[config.mk]
export PLATFORM = sky130hd
export DESIGN_NAME = redmule_tile_walker
export DESIGN_NICKNAME = d
export VERILOG_FILES = /design/src/rtl/redmule_pkg.sv /design/src/rtl/redmule_tile_addr_acc.sv /design/src/rtl/redmule_tile_walker.sv
export SDC_FILE = /design/constraint.sdc
export NUM_CORES = 1
export LEC_CHECK = 0
export ABC_AREA = 0
export CAP_MARGIN = 20
export CORE_ASPECT_RATIO = 1.2
export CORE_MARGIN = 8
export CORE_UTILIZATION = 50
export DETAILED_ROUTE_END_ITERATION = 8
export PLACE_DENSITY = 0.74
export SLEW_MARGIN = 20
export SYNTH_ARGS = -nofsm -noshare
export SYNTH_HDL_FRONTEND = slang
export SYNTH_SLANG_ARGS = --single-unit
[constraint.sdc]
create_clock -name clk_i -period 4.2 [get_ports clk_i]
set_input_delay 1.05 -clock clk_i [delete_from_list [all_inputs] [get_ports clk_i]]
set_output_delay 1.05 -clock clk_i [all_outputs]
set_load 0.01 [all_outputs]
[src/rtl/redmule_pkg.sv]
// Shared RedMulE types: tiler regfile layout, tile descriptor, walker states.
// Holds the default array geometry and a constant-coefficient shift-add multiply.
package redmule_pkg;

  localparam int unsigned ARRAY_WIDTH_DEF  = 12;
  localparam int unsigned ARRAY_HEIGHT_DEF = 4;
  localparam int unsigned PIPE_REGS_DEF    = 3;
  localparam int unsigned BITW_DEF         = 16;
  localparam int unsigned TILE_N           = ARRAY_HEIGHT_DEF * (PIPE_REGS_DEF + 1);
  localparam int unsigned TILE_BYTES       = TILE_N * BITW_DEF / 8;

  // Regfile word indices as laid out by the tiler.
  localparam int unsigned NUM_REGS    = 10;
  localparam int unsigned X_ADDR      = 0;
  localparam int unsigned W_ADDR      = 1;
  localparam int unsigned Z_ADDR      = 2;
  localparam int unsigned X_ITERS     = 3;
  localparam int unsigned W_ITERS     = 4;
  localparam int unsigned LEFTOVERS   = 5;
  localparam int unsigned X_D1_STRIDE = 6;
  localparam int unsigned X_ROWS_OFFS = 7;
  localparam int unsigned W_D0_STRIDE = 8;
  localparam int unsigned Z_D0_STRIDE = 9;

  typedef struct packed {
    logic [NUM_REGS-1:0][31:0] hwpe_params;
  } ctrl_regfile_t;

  typedef struct packed {
    logic [15:0] mr;
    logic [15:0] kc;
    logic [15:0] nc;
    logic [7:0]  rows;
    logic [7:0]  cols_n;
    logic [7:0]  cols_k;
    logic [31:0] x_addr;
    logic [31:0] w_addr;
    logic [31:0] z_addr;
    logic        last_n;
    logic        last_tile;
  } tile_desc_t;

  typedef enum logic [1:0] {
    WALK_IDLE = 2'd0,
    WALK_RUN  = 2'd1,
    WALK_DONE = 2'd2
  } walk_state_e;

  // v * c built from shifted adds; c is an elaboration-time constant.
  function automatic logic [31:0] mul_const(input logic [31:0] v, input int unsigned c);
    logic [31:0] acc;
    acc = '0;
    for (int i = 0; i < 32; i++) begin
      if (c[i]) acc = acc + (v << i);
    end
    return acc;
  endfunction

endpackage

[src/rtl/redmule_tile_addr_acc.sv]
// One loop dimension: index counter plus two running address offsets.
// Wraps to zero after the last index and flags the wrap to the next outer dimension.
module redmule_tile_addr_acc (
  input  logic        clk_i,
  input  logic        rst_ni,
  input  logic        clear_i,
  input  logic        start_i,
  input  logic        step_i,
  input  logic [15:0] iters_i,
  input  logic [31:0] inc_a_i,
  input  logic [31:0] inc_b_i,
  output logic [15:0] cnt_o,
  output logic [31:0] ptr_a_o,
  output logic [31:0] ptr_b_o,
  output logic        last_o,
  output logic        wrap_o
);

  logic [15:0] cnt_q;
  logic [31:0] ptr_a_q, ptr_b_q;

  assign last_o  = (cnt_q == iters_i - 16'd1);
  assign wrap_o  = step_i & last_o;
  assign cnt_o   = cnt_q;
  assign ptr_a_o = ptr_a_q;
  assign ptr_b_o = ptr_b_q;

  always_ff @(posedge clk_i or negedge rst_ni) begin
    if (!rst_ni) begin
      cnt_q   <= '0;
      ptr_a_q <= '0;
      ptr_b_q <= '0;
    end else if (clear_i || start_i || wrap_o) begin
      cnt_q   <= '0;
      ptr_a_q <= '0;
      ptr_b_q <= '0;
    end else if (step_i) begin
      cnt_q   <= cnt_q + 16'd1;
      ptr_a_q <= ptr_a_q + inc_a_i;
      ptr_b_q <= ptr_b_q + inc_b_i;
    end
  end

endmodule

[src/rtl/redmule_tile_walker.sv]
// Walks the tiler's mr/kc/nc iteration space and emits one descriptor per tile (valid/ready).
// Optional handshake stall counter under REDMULE_TILE_WALKER_PERF_EN.
module redmule_tile_walker
  import redmule_pkg::*;
#(
  parameter int unsigned ARRAY_WIDTH  = ARRAY_WIDTH_DEF,
  parameter int unsigned ARRAY_HEIGHT = ARRAY_HEIGHT_DEF,
  parameter int unsigned PIPE_REGS    = PIPE_REGS_DEF,
  parameter int unsigned BITW         = BITW_DEF
) (
  input  logic          clk_i,
  input  logic          rst_ni,
  input  logic          clear_i,
  input  logic          cfg_valid_i,
  input  ctrl_regfile_t reg_file_i,
  output logic          desc_valid_o,
  input  logic          desc_ready_i,
  output tile_desc_t    desc_o,
  output logic          busy_o,
  output logic          done_o,
  output logic [31:0]   stall_cnt_o
);

  localparam int unsigned TN = ARRAY_HEIGHT * (PIPE_REGS + 1);
  localparam int unsigned TB = TN * BITW / 8;

  walk_state_e state_q;
  logic        cfg_valid_q, valid_q, done_q;
  logic [15:0] x_rows_iter_q, x_cols_iter_q, w_cols_iter_q;
  logic [7:0]  x_rows_lft_q, x_cols_lft_q, w_cols_lft_q;
  logic [31:0] x_base_q, w_base_q, z_base_q, x_d1_stride_q;
  logic [31:0] x_mr_inc_q, w_nc_inc_q, z_mr_inc_q;

  logic        start, hs, zero_iters;
  logic [15:0] nc_cnt, kc_cnt, mr_cnt;
  logic [31:0] nc_x, nc_w, kc_w, kc_z, mr_x, mr_z;
  logic        nc_last, kc_last, mr_last, nc_wrap, kc_wrap, mr_wrap;
  logic        last_tile;
  tile_desc_t  desc;

  assign start = cfg_valid_i & ~cfg_valid_q & (state_q == WALK_IDLE);
  assign hs    = valid_q & desc_ready_i;
  assign zero_iters = (reg_file_i.hwpe_params[X_ITERS][31:16] == 16'd0) ||
                      (reg_file_i.hwpe_params[X_ITERS][15:0]  == 16'd0) ||
                      (reg_file_i.hwpe_params[W_ITERS][15:0]  == 16'd0);

  // Edge detector tracks the tiler valid even through clear so a held level never restarts.
  always_ff @(posedge clk_i or negedge rst_ni) begin
    if (!rst_ni) cfg_valid_q <= 1'b0;
    else         cfg_valid_q <= cfg_valid_i;
  end

  always_ff @(posedge clk_i or negedge rst_ni) begin
    if (!rst_ni) begin
      state_q       <= WALK_IDLE;
      valid_q       <= 1'b0;
      done_q        <= 1'b0;
      x_rows_iter_q <= '0; x_cols_iter_q <= '0; w_cols_iter_q <= '0;
      x_rows_lft_q  <= '0; x_cols_lft_q  <= '0; w_cols_lft_q  <= '0;
      x_base_q      <= '0; w_base_q      <= '0; z_base_q      <= '0;
      x_d1_stride_q <= '0;
      x_mr_inc_q    <= '0; w_nc_inc_q    <= '0; z_mr_inc_q    <= '0;
    end else if (clear_i) begin
      state_q       <= WALK_IDLE;
      valid_q       <= 1'b0;
      done_q        <= 1'b0;
      x_rows_iter_q <= '0; x_cols_iter_q <= '0; w_cols_iter_q <= '0;
      x_rows_lft_q  <= '0; x_cols_lft_q  <= '0; w_cols_lft_q  <= '0;
      x_base_q      <= '0; w_base_q      <= '0; z_base_q      <= '0;
      x_d1_stride_q <= '0;
      x_mr_inc_q    <= '0; w_nc_inc_q    <= '0; z_mr_inc_q    <= '0;
    end else begin
      case (state_q)
        WALK_IDLE: begin
          done_q <= 1'b0;
          if (start) begin
            x_rows_iter_q <= reg_file_i.hwpe_params[X_ITERS][31:16];
            x_cols_iter_q <= reg_file_i.hwpe_params[X_ITERS][15:0];
            w_cols_iter_q <= reg_file_i.hwpe_params[W_ITERS][15:0];
            x_rows_lft_q  <= reg_file_i.hwpe_params[LEFTOVERS][31:24];
            x_cols_lft_q  <= reg_file_i.hwpe_params[LEFTOVERS][23:16];
            w_cols_lft_q  <= reg_file_i.hwpe_params[LEFTOVERS][7:0];
            x_base_q      <= reg_file_i.hwpe_params[X_ADDR];
            w_base_q      <= reg_file_i.hwpe_params[W_ADDR];
            z_base_q      <= reg_file_i.hwpe_params[Z_ADDR];
            x_d1_stride_q <= reg_file_i.hwpe_params[X_D1_STRIDE];
            x_mr_inc_q    <= reg_file_i.hwpe_params[X_ROWS_OFFS];
            w_nc_inc_q    <= mul_const(reg_file_i.hwpe_params[W_D0_STRIDE], TN);
            z_mr_inc_q    <= mul_const(reg_file_i.hwpe_params[Z_D0_STRIDE], ARRAY_WIDTH);
            if (zero_iters) begin
              state_q <= WALK_DONE;
            end else begin
              state_q <= WALK_RUN;
              valid_q <= 1'b1;
            end
          end
        end
        WALK_RUN: begin
          if (hs && last_tile) begin
            state_q <= WALK_DONE;
            valid_q <= 1'b0;
          end
        end
        WALK_DONE: begin
          state_q <= WALK_IDLE;
          done_q  <= 1'b1;
        end
        default: state_q <= WALK_IDLE;
      endcase
    end
  end

  // nc innermost: steps on every handshake; each wrap carries outward.
  redmule_tile_addr_acc i_nc_acc (
    .clk_i, .rst_ni, .clear_i, .start_i(start), .step_i(hs),
    .iters_i(x_cols_iter_q), .inc_a_i(32'(TB)), .inc_b_i(w_nc_inc_q),
    .cnt_o(nc_cnt), .ptr_a_o(nc_x), .ptr_b_o(nc_w), .last_o(nc_last), .wrap_o(nc_wrap)
  );

  redmule_tile_addr_acc i_kc_acc (
    .clk_i, .rst_ni, .clear_i, .start_i(start), .step_i(nc_wrap),
    .iters_i(w_cols_iter_q), .inc_a_i(32'(TB)), .inc_b_i(32'(TB)),
    .cnt_o(kc_cnt), .ptr_a_o(kc_w), .ptr_b_o(kc_z), .last_o(kc_last), .wrap_o(kc_wrap)
  );

  redmule_tile_addr_acc i_mr_acc (
    .clk_i, .rst_ni, .clear_i, .start_i(start), .step_i(kc_wrap),
    .iters_i(x_rows_iter_q), .inc_a_i(x_mr_inc_q), .inc_b_i(z_mr_inc_q),
    .cnt_o(mr_cnt), .ptr_a_o(mr_x), .ptr_b_o(mr_z), .last_o(mr_last), .wrap_o(mr_wrap)
  );

  assign last_tile = nc_last & kc_last & mr_last;

  always_comb begin
    desc           = '0;
    desc.mr        = mr_cnt;
    desc.kc        = kc_cnt;
    desc.nc        = nc_cnt;
    desc.rows      = (mr_last && x_rows_lft_q != 8'd0) ? x_rows_lft_q : 8'(ARRAY_WIDTH);
    desc.cols_n    = (nc_last && x_cols_lft_q != 8'd0) ? x_cols_lft_q : 8'(TN);
    desc.cols_k    = (kc_last && w_cols_lft_q != 8'd0) ? w_cols_lft_q : 8'(TN);
    desc.x_addr    = x_base_q + mr_x + nc_x;
    desc.w_addr    = w_base_q + nc_w + kc_w;
    desc.z_addr    = z_base_q + mr_z + kc_z;
    desc.last_n    = nc_last;
    desc.last_tile = last_tile;
  end

  // Counters only move on handshakes, so the gated descriptor is stable under backpressure.
  assign desc_o       = valid_q ? desc : '0;
  assign desc_valid_o = valid_q;
  assign busy_o       = (state_q == WALK_RUN);
  assign done_o       = done_q;

`ifdef REDMULE_TILE_WALKER_PERF_EN
  logic [31:0] stall_q;
  always_ff @(posedge clk_i or negedge rst_ni) begin
    if (!rst_ni)                                        stall_q <= '0;
    else if (clear_i || start)                          stall_q <= '0;
    else if (valid_q && !desc_ready_i && stall_q != '1) stall_q <= stall_q + 32'd1;
  end
  assign stall_cnt_o = stall_q;
`else
  assign stall_cnt_o = '0;
`endif

  logic unused_bits;
  assign unused_bits = ^{x_d1_stride_q, mr_wrap,
                         reg_file_i.hwpe_params[W_ITERS][31:16],
                         reg_file_i.hwpe_params[LEFTOVERS][15:8]};

endmodule

==> flow_metrics.tcl, run 1 <==
set metrics [dict create \
    htreeDepth 2 \
    grt_use_total 0.2821 \
    cp_num_buf_inv 3 \
    synth.area.mux_share 0.004668 \
    die_h_um 296.1 \
    worst-path-max-fanout 5 \
    ff2ff_setup_slack_ns 0.20 \
    start_kind "flip-flop" \
    wl_per_cell_um 20.76 \
    hold_violations 0 \
    wl_um 108600 \
    cp_slowest_cell "fa_1" \
    cts_hold_buf 0 \
    pwr-share-seq 0.389 \
    synth.distinct_cells 78 \
    r2r-start "x_cols_iter_q[0]$_DFFE_PN0P_" \
    preCtsSetupSlack_ns -0.9376 \
    worstMarginPinSlew_ns 0.8912 \
    drive_gt1_frac 0.2258 \
    num_rows 102 \
    synth_xor_area_frac 0.07929 \
    drc 0 \
    antenna_found_initial 6 \
    clk_root_buffer_cell "clkbuf_16" \
    coreArea_mm2 0.06458 \
    grt-ovfl-total 0 \
    start_util 0.5063 \
    routabilityCongestion 0.9423 \
    grt_pass1_vias 31338 \
    regArea_mm2 0.01207 \
    power.leakage_nw 21.86 \
    finalCriticalPeriod_ns 5.127 \
    hp-class "in2async" \
    setup_viol 85 \
    cts_tree "yes" \
    postLayoutSetupSlackWorst_ns -0.9270 \
    maxCapViolations 0 \
    place_area_mm2 0.04129 \
    area_growth_pct 37.95 \
    worstPathRequired_ns 3.15 \
    end_kind "primary output" \
    dp.cells 5061 \
    clk_latency_ns 0.61 \
    max_freq_ghz 0.1950 \
    final_area_mm2 0.04511 \
    ys_ff_latch 482 \
    status "finished, violations left" \
    grt_pass1_wl_um 169300 \
    ys.warnings.count 0 \
    final_cells 5233 \
    ys.flop_type "dfrtp_1" \
    synth_compound_area_frac 0.2162 \
    regToRegEndpoint "i_kc_acc.cnt_o[12]$_DFFE_PN0P_" \
    cellPowerDensity_mw_per_mm2 289.9 \
    violations "negative setup slack" \
    cts.clk_slew.worst_paths_ns 0.06 \
    nNetsFinal 4990 \
    synth_top_family_by_area "compound AO/OA/AOI/OAI gates" \
    io_pins 530 \
    syn_inst 3453 \
    rsz0062_at_grt "true" \
    multi_input_area_mm2 0.02130 \
    dieArea_mm2 0.07387 \
    drt_iter0_drc 1800 \
    arrival_ns 4.08 \
    critPathMaxStageDelay_ns 0.59 \
    crit_start "i_mr_acc.ptr_b_o[8]$_DFFE_PN0P_" \
    synth-edff-count 0 \
    p_int_mw 9.258 \
    period_share 1.221 \
    fillers 4790 \
    synthAdderAreaFrac 0.1374 \
    finalClockSkew_ns 0.02553 \
    cts_buffer_depth 3 \
    syn-cell-area_mm2 0.03270 \
    worst-r2r-cell-count 20 \
    max-vdd-ir-drop_mv 0.2762 \
    power.share.clock 0.385 \
    worst-setup-path-type "reg2out" \
    io_buffers 435 \
    finalPower_mw 13.08 \
    viasPerCell 5.848 \
    power_switching_mw 3.819 \
    combPwrFrac 0.226 \
    cts.sinks 482 \
    grt_max_degree 135 \
    synth-simple-area-share 0.1614 \
    die_x_um 249.4 \
    hold_ws_ns 0.4699 \
    syn_area_per_cell_um2 9.469 \
    critical-path-top-delay-family "compound AO/OA/AOI/OAI gates" \
    final_max_slew_viol_count 0 \
    async_reset_ff_frac 1.000 \
    post-dp-hpwl_um 79600 \
    power_switching_share 0.2921 \
    yosysSeqAreaShare 0.3689 \
    antenna_left 0 \
    relSlewSlack 0.4059 \
    firstDrtPassIters 6 \
    crit_chain "fa_1, ha_4, a21o_1, a21o_1, a21oi_2, o21ai_2, a211oi_2, buf_4, o31ai_4, buf_4, a2111oi_4, o21bai_1, a21oi_1, xor2_1, nor2_2, buf_2" \
    vias 30600 \
    cts-buffers-inserted 53 \
]
how the worst max path moves through the flow:
stage | endpoint | slack (ns) | cells past startpoint
finish | desc_o[31] | -0.93 | 16
global route | desc_o[31] | -1.09 | 16
CTS | desc_o[31] | -0.89 | 16
detailed placement | desc_o[31] | -0.94 | 15
global placement | desc_o[31] | -0.94 | 15
floorplan | desc_o[65] | -0.01 | 11
state kept, by name (all words and copies together) (netlist names), 28 cells and up:
register,cells
z_mr_inc_q,30
w_nc_inc_q,28
x_mr_inc_q,32
i_mr_acc.ptr_a_o,32
x_base_q,32
w_base_q,32
z_base_q,32
i_nc_acc.ptr_b_o,28
i_mr_acc.ptr_b_o,30
logic make-up after synthesis:
logic type / after synthesis
compound gates: 1033
mux: 15
fa+ha+maj: 308
simple gates: 1080
xor+xnor: 296
buf+inv: 237
other cells: 2
flops: 482
cell type report:
cell class	instances	area share
sequential	482	0.2675
timing repair buffer	978	0.1898
multi-input combinational	2772	0.4722
clock buffer	77	0.03567
clock inverter	19	0.005742
tap	832	0.02308
antenna	3	0.0001664
inverter	70	0.005881
repair_timing:
item / in CTS / in global routing
gates cloned: 1 / 0
pin swaps: 166 / 139
setup endpoints to repair: 103 / 144
gates resized for setup: 634 / 134
buffers inserted: 51 / 38
endpoints found under the hold margin: 0 / 0
power by group through the flow:
stage / clock, mW / combinational, mW / sequential [mW]
floorplan: 0 / 1.49 / 5.07
global placement: 0 / 2.66 / 5.15
detailed placement: 0 / 2.70 / 5.15
CTS: 5.12 / 2.83 / 5.08
global route: 5.28 / 3.21 / 5.11
finish: 5.03 / 2.96 / 5.09
per-stage QoR:
step | util | TNS [ns]
6_report | 0.6985 | -38.56
2_1_floorplan | - | -0.01417
3_3_place_gp | 0.6395 | -31.41
3_5_place_dp | 0.6395 | -33.78
4_1_cts | 0.6855 | -38.73
5_1_grt | 0.6984 | -50.70
routing by layer:
| layer | track usage | routed length (um) | up-vias |
|---|---|---|---|
| li1 | - | - | 14335 |
| met1 | 0.3447 | 43910 | 14996 |
| met2 | 0.4959 | 54160 | 1020 |
| met3 | 0.05013 | 6208 | 245 |
| met4 | 0.1083 | 4322 | 4 |
| met5 | 0 | 25 | - |
Yosys cell counts, types with 8 or more instances:
cell type | count | area [um2]
inv_1 | 70 | 262.8
or2_2 | 14 | 87.58
ha_1 | 223 | 2790
nand4_1 | 43 | 269.0
nand3_1 | 76 | 380.4
a21o_1 | 97 | 728.2
buf_4 | 33 | 247.7
nand2_1 | 277 | 1040
o31ai_1 | 11 | 82.58
xnor2_1 | 150 | 1314
o21ai_1 | 15 | 75.07
and4_1 | 8 | 70.07
o41ai_1 | 9 | 78.83
a21oi_1 | 185 | 925.9
and3_1 | 71 | 444.2
a211o_1 | 8 | 70.07
xor2_1 | 146 | 1279
a211oi_1 | 30 | 225.2
a31oi_1 | 27 | 168.9
nor2b_1 | 16 | 100.1
a2111oi_0 | 10 | 87.58
or4_1 | 12 | 90.09
and2_1 | 85 | 531.8
o21ai_0 | 253 | 1266
or3_1 | 27 | 168.9
dfrtp_1 | 482 | 12060
a22o_1 | 268 | 2347
buf_2 | 14 | 70.07
nor4_1 | 31 | 193.9
o21bai_1 | 26 | 195.2
nor2_1 | 284 | 1066
clkbuf_1 | 112 | 420.4
nor3b_1 | 11 | 82.58
fa_1 | 85 | 1702
nand2b_1 | 26 | 162.7
mux2i_1 | 13 | 130.1
o211ai_1 | 11 | 82.58
nand3b_1 | 8 | 60.06
nor3_1 | 73 | 365.4
o21a_1 | 19 | 142.6
placed cells by master (no fill, tap or decap), types with 15 or more instances in the layout:
cell type and instances:
dfrtp_1 481, buf_4 481, clkdlybuf4s50_1 334, nand2_1 273, a22o_1 268, nor2_1 267
o21ai_0 225, ha_1 200, a21oi_1 144, xnor2_1 141, xor2_1 140, a21o_1 97
fa_1 84, and2_1 75, nand3_1 73, inv_1 64, buf_6 64, buf_2 64
nor3_1 60, clkbuf_16 55, and3_1 54, nand4_1 43, conb_1 40, a21oi_2 33
nand2b_1 26, or3_1 25, nor4_1 24, a31oi_1 24, o21bai_1 24, ha_4 21
buf_12 20, o21a_1 19, o21ai_1 19, o21ai_2 18, and3_4 17, a211oi_1 15
clkbuf_8 15
No activity file was read; power rests on OpenSTA's default activity.
==> run 2, diff against run 1 <==
- CTS_CLUSTER_DIAMETER: unset -> 40
- REMOVE_ABC_BUFFERS: unset -> 1
==> run 2 against run 1 <==
  * Largest cell class unchanged
  * Setup slack worse by 0.0044 ns
  * First-iteration DRC count up 15%
  * Final cell count rose by 1.3%
  * Power up 13%
  * Wire length rose by 3.4%
  * Clock power up 34%
  * Die area did not move
  * Worst hold slack improved by 0.011 ns
  * Final area up 1.7%
  * Critical path depth did not move
  * Via count is 0.83% higher
  * The run still ends with negative setup slack left
==> flow_metrics.tcl, run 2 (same netlist as run 1, synthesis figures left out) <==
set metrics [dict create \
    status "finished, violations left" \
    routabilityCongestion 0.9218 \
    place_area_mm2 0.04126 \
    die_x_um 249.4 \
    hp-class "reg2reg" \
    start_kind "flip-flop" \
    cts_buffer_depth 3 \
    cts-buffers-inserted 79 \
    fillers 4781 \
    setup_viol 87 \
    hold_violations 0 \
    coreArea_mm2 0.06458 \
    clk_latency_ns 0.60 \
    worstPathRequired_ns 3.15 \
    met3_length_um 6499 \
    relSlewSlack 0.4044 \
    route.met2.wl_um 56910 \
    cts_hold_buf 0 \
    drt_iter0_drc 2063 \
    arrival_ns 4.08 \
    multi_input_area_mm2 0.02118 \
    io_buffers 435 \
    dieArea_mm2 0.07387 \
    grt_pass1_vias 31718 \
    final_cell_mix "buf_4 (494), dfrtp_1 (481), clkdlybuf4s50_1 (338)" \
    final_area_mm2 0.04589 \
    cts_tree "yes" \
    finalSetupTns_ns -45.12 \
    drive_gt1_frac 0.2316 \
    io_pins 530 \
    num_rows 102 \
    regArea_mm2 0.01207 \
    cts.clk_slew.worst_paths_ns 0.05 \
    firstDrtPassIters 5 \
    max-vdd-ir-drop_mv 0.2928 \
    wl_per_cell_um 21.20 \
    m1WireLength_um 44330 \
    cp_slowest_cell "fa_1" \
    finalClockSkew_ns 0.01424 \
    grt_pass1_wl_um 172100 \
    vias 30853 \
    postLayoutSetupSlackWorst_ns -0.9314 \
    viasPerCell 5.821 \
    rsz0062_at_grt "true" \
    die_h_um 296.1 \
    antenna_found_initial 13 \
    wl_um 112300 \
    hold_ws_ns 0.4808 \
    violations "negative setup slack" \
    final_common_cell "buf_4" \
    worst-path-max-fanout 4 \
    cellPowerDensity_mw_per_mm2 321.0 \
    maxCapViolations 0 \
    antenna_left 0 \
    area_growth_pct 40.33 \
    drc 0 \
    final_max_slew_viol_count 0 \
    crit_chain "fa_1, ha_4, buf_6, o21a_1, o21ai_2, o31a_1, o31ai_4, o21ai_2, o311ai_2, buf_4, buf_6, a311oi_2, o21bai_1, xnor2_1, nor2_2, buf_2" \
    end_kind "primary output" \
    critPathMaxStageDelay_ns 0.52 \
    clk_root_buffer_cell "clkbuf_16" \
    post-dp-hpwl_um 82020 \
    grt-ovfl-total 0 \
    finalCriticalPeriod_ns 5.131 \
    cts.sinks 482 \
    htreeDepth 3 \
    grt_max_degree 92 \
    nNetsFinal 5026 \
    grt_use_total 0.2897 \
    power.leakage_nw 22.24 \
    worst-setup-path-type "reg2out" \
    top_layer_used "met5" \
    post-route-util 0.7106 \
    critical-path-top-delay-family "compound AO/OA/AOI/OAI gates" \
    start_util 0.5063 \
    period_share 1.222 \
    max_freq_ghz 0.1949 \
    worstMarginPinSlew_ns 0.8912 \
    cp_num_buf_inv 4 \
]
==> run 2: cell types whose count changed in the layout (fill, tap and decap cells not counted), sizes merged <==
cell / delta
dlymetal6s2s: +1
buf: +3
bufinv: +2
clkinv: +7
clkdlybuf4s15: -2
clkinvlp: +8
inv: +15
dlygate4sd2: +2
clkbuf: +17
diode: +10
clkdlybuf4s50: +4
==> run 2: worst paths after layout <==
path / start / to / slack [ns] / cells past startpoint
min: z_mr_inc_q[6]$_DFFE_PN0P_ / z_mr_inc_q[6]$_DFFE_PN0P_ / 0.48 / 2
max in group asynchronous: rst_ni / i_mr_acc.ptr_a_o[7]$_DFFE_PN0P_ / 2.78 / 2
max: w_base_q[6]$_DFFE_PN0P_ / desc_o[62] / -0.93 / 16
min reg2reg: z_mr_inc_q[6]$_DFFE_PN0P_ / z_mr_inc_q[6]$_DFFE_PN0P_ / 0.48 / 2
min in group asynchronous: rst_ni / x_mr_inc_q[0]$_DFFE_PN0P_ / 0.51 / 1
max reg2reg: x_cols_iter_q[6]$_DFFE_PN0P_ / i_kc_acc.ptr_a_o[16]$_DFFE_PN0P_ / 0.14 / 17
==> run 2: worst min-delay path, delay by kind of cell, from the launching register on <==
| family | cells | cell delay (ns) |
|---|---|---|
| compound gates | 1 | 0.06 |
| flops | 1 | 0.34 |
| simple gates | 1 | 0.05 |
==> run 2: final cells by class <==
cell class | instances | share of cell area
diodes | 13 | 0.0007090
clock buffers | 92 | 0.04660
clock inverters | 51 | 0.01325
inverters | 70 | 0.005781
multi-input cells | 2772 | 0.4615
flip-flops and latches | 482 | 0.2629
well taps | 832 | 0.02269
repair buffers | 988 | 0.1865
==> run 2: through the flow <==
step,power [mW],std cells,setup WS (ns)
after CTS,14.68,5256,-1.034
after detailed placement,7.859,5069,-1.112
final,14.73,5300,-0.9314
after global routing,15.28,5294,-1.106
after global placement,7.809,5069,-1.065
after floorplan,6.518,3324,-12.08
==> run 2: layer usage <==
| metal | global-route usage | up-vias |
|---|---|---|
| li1 | - | 14445 |
| met2 | 0.5203 | 1084 |
| met4 | 0.1223 | 2 |
| met5 | 0 | - |
| met3 | 0.04443 | 240 |
| met1 | 0.3448 | 15082 |
==> run 2: power breakdown <==
group	switching (mW)	internal [mW]
Sequential	0.200	4.86
Clock	2.51	4.22
Combinational	1.59	1.36
Total	4.30	10.4
==> run 2: repair_timing <==
action                                 CTS  global route
pin swaps                              147           158
gates cloned                             1             0
buffers inserted                        53            46
gates resized for setup                535           195
endpoints found under the hold margin    0             0
setup endpoints to repair              101           213
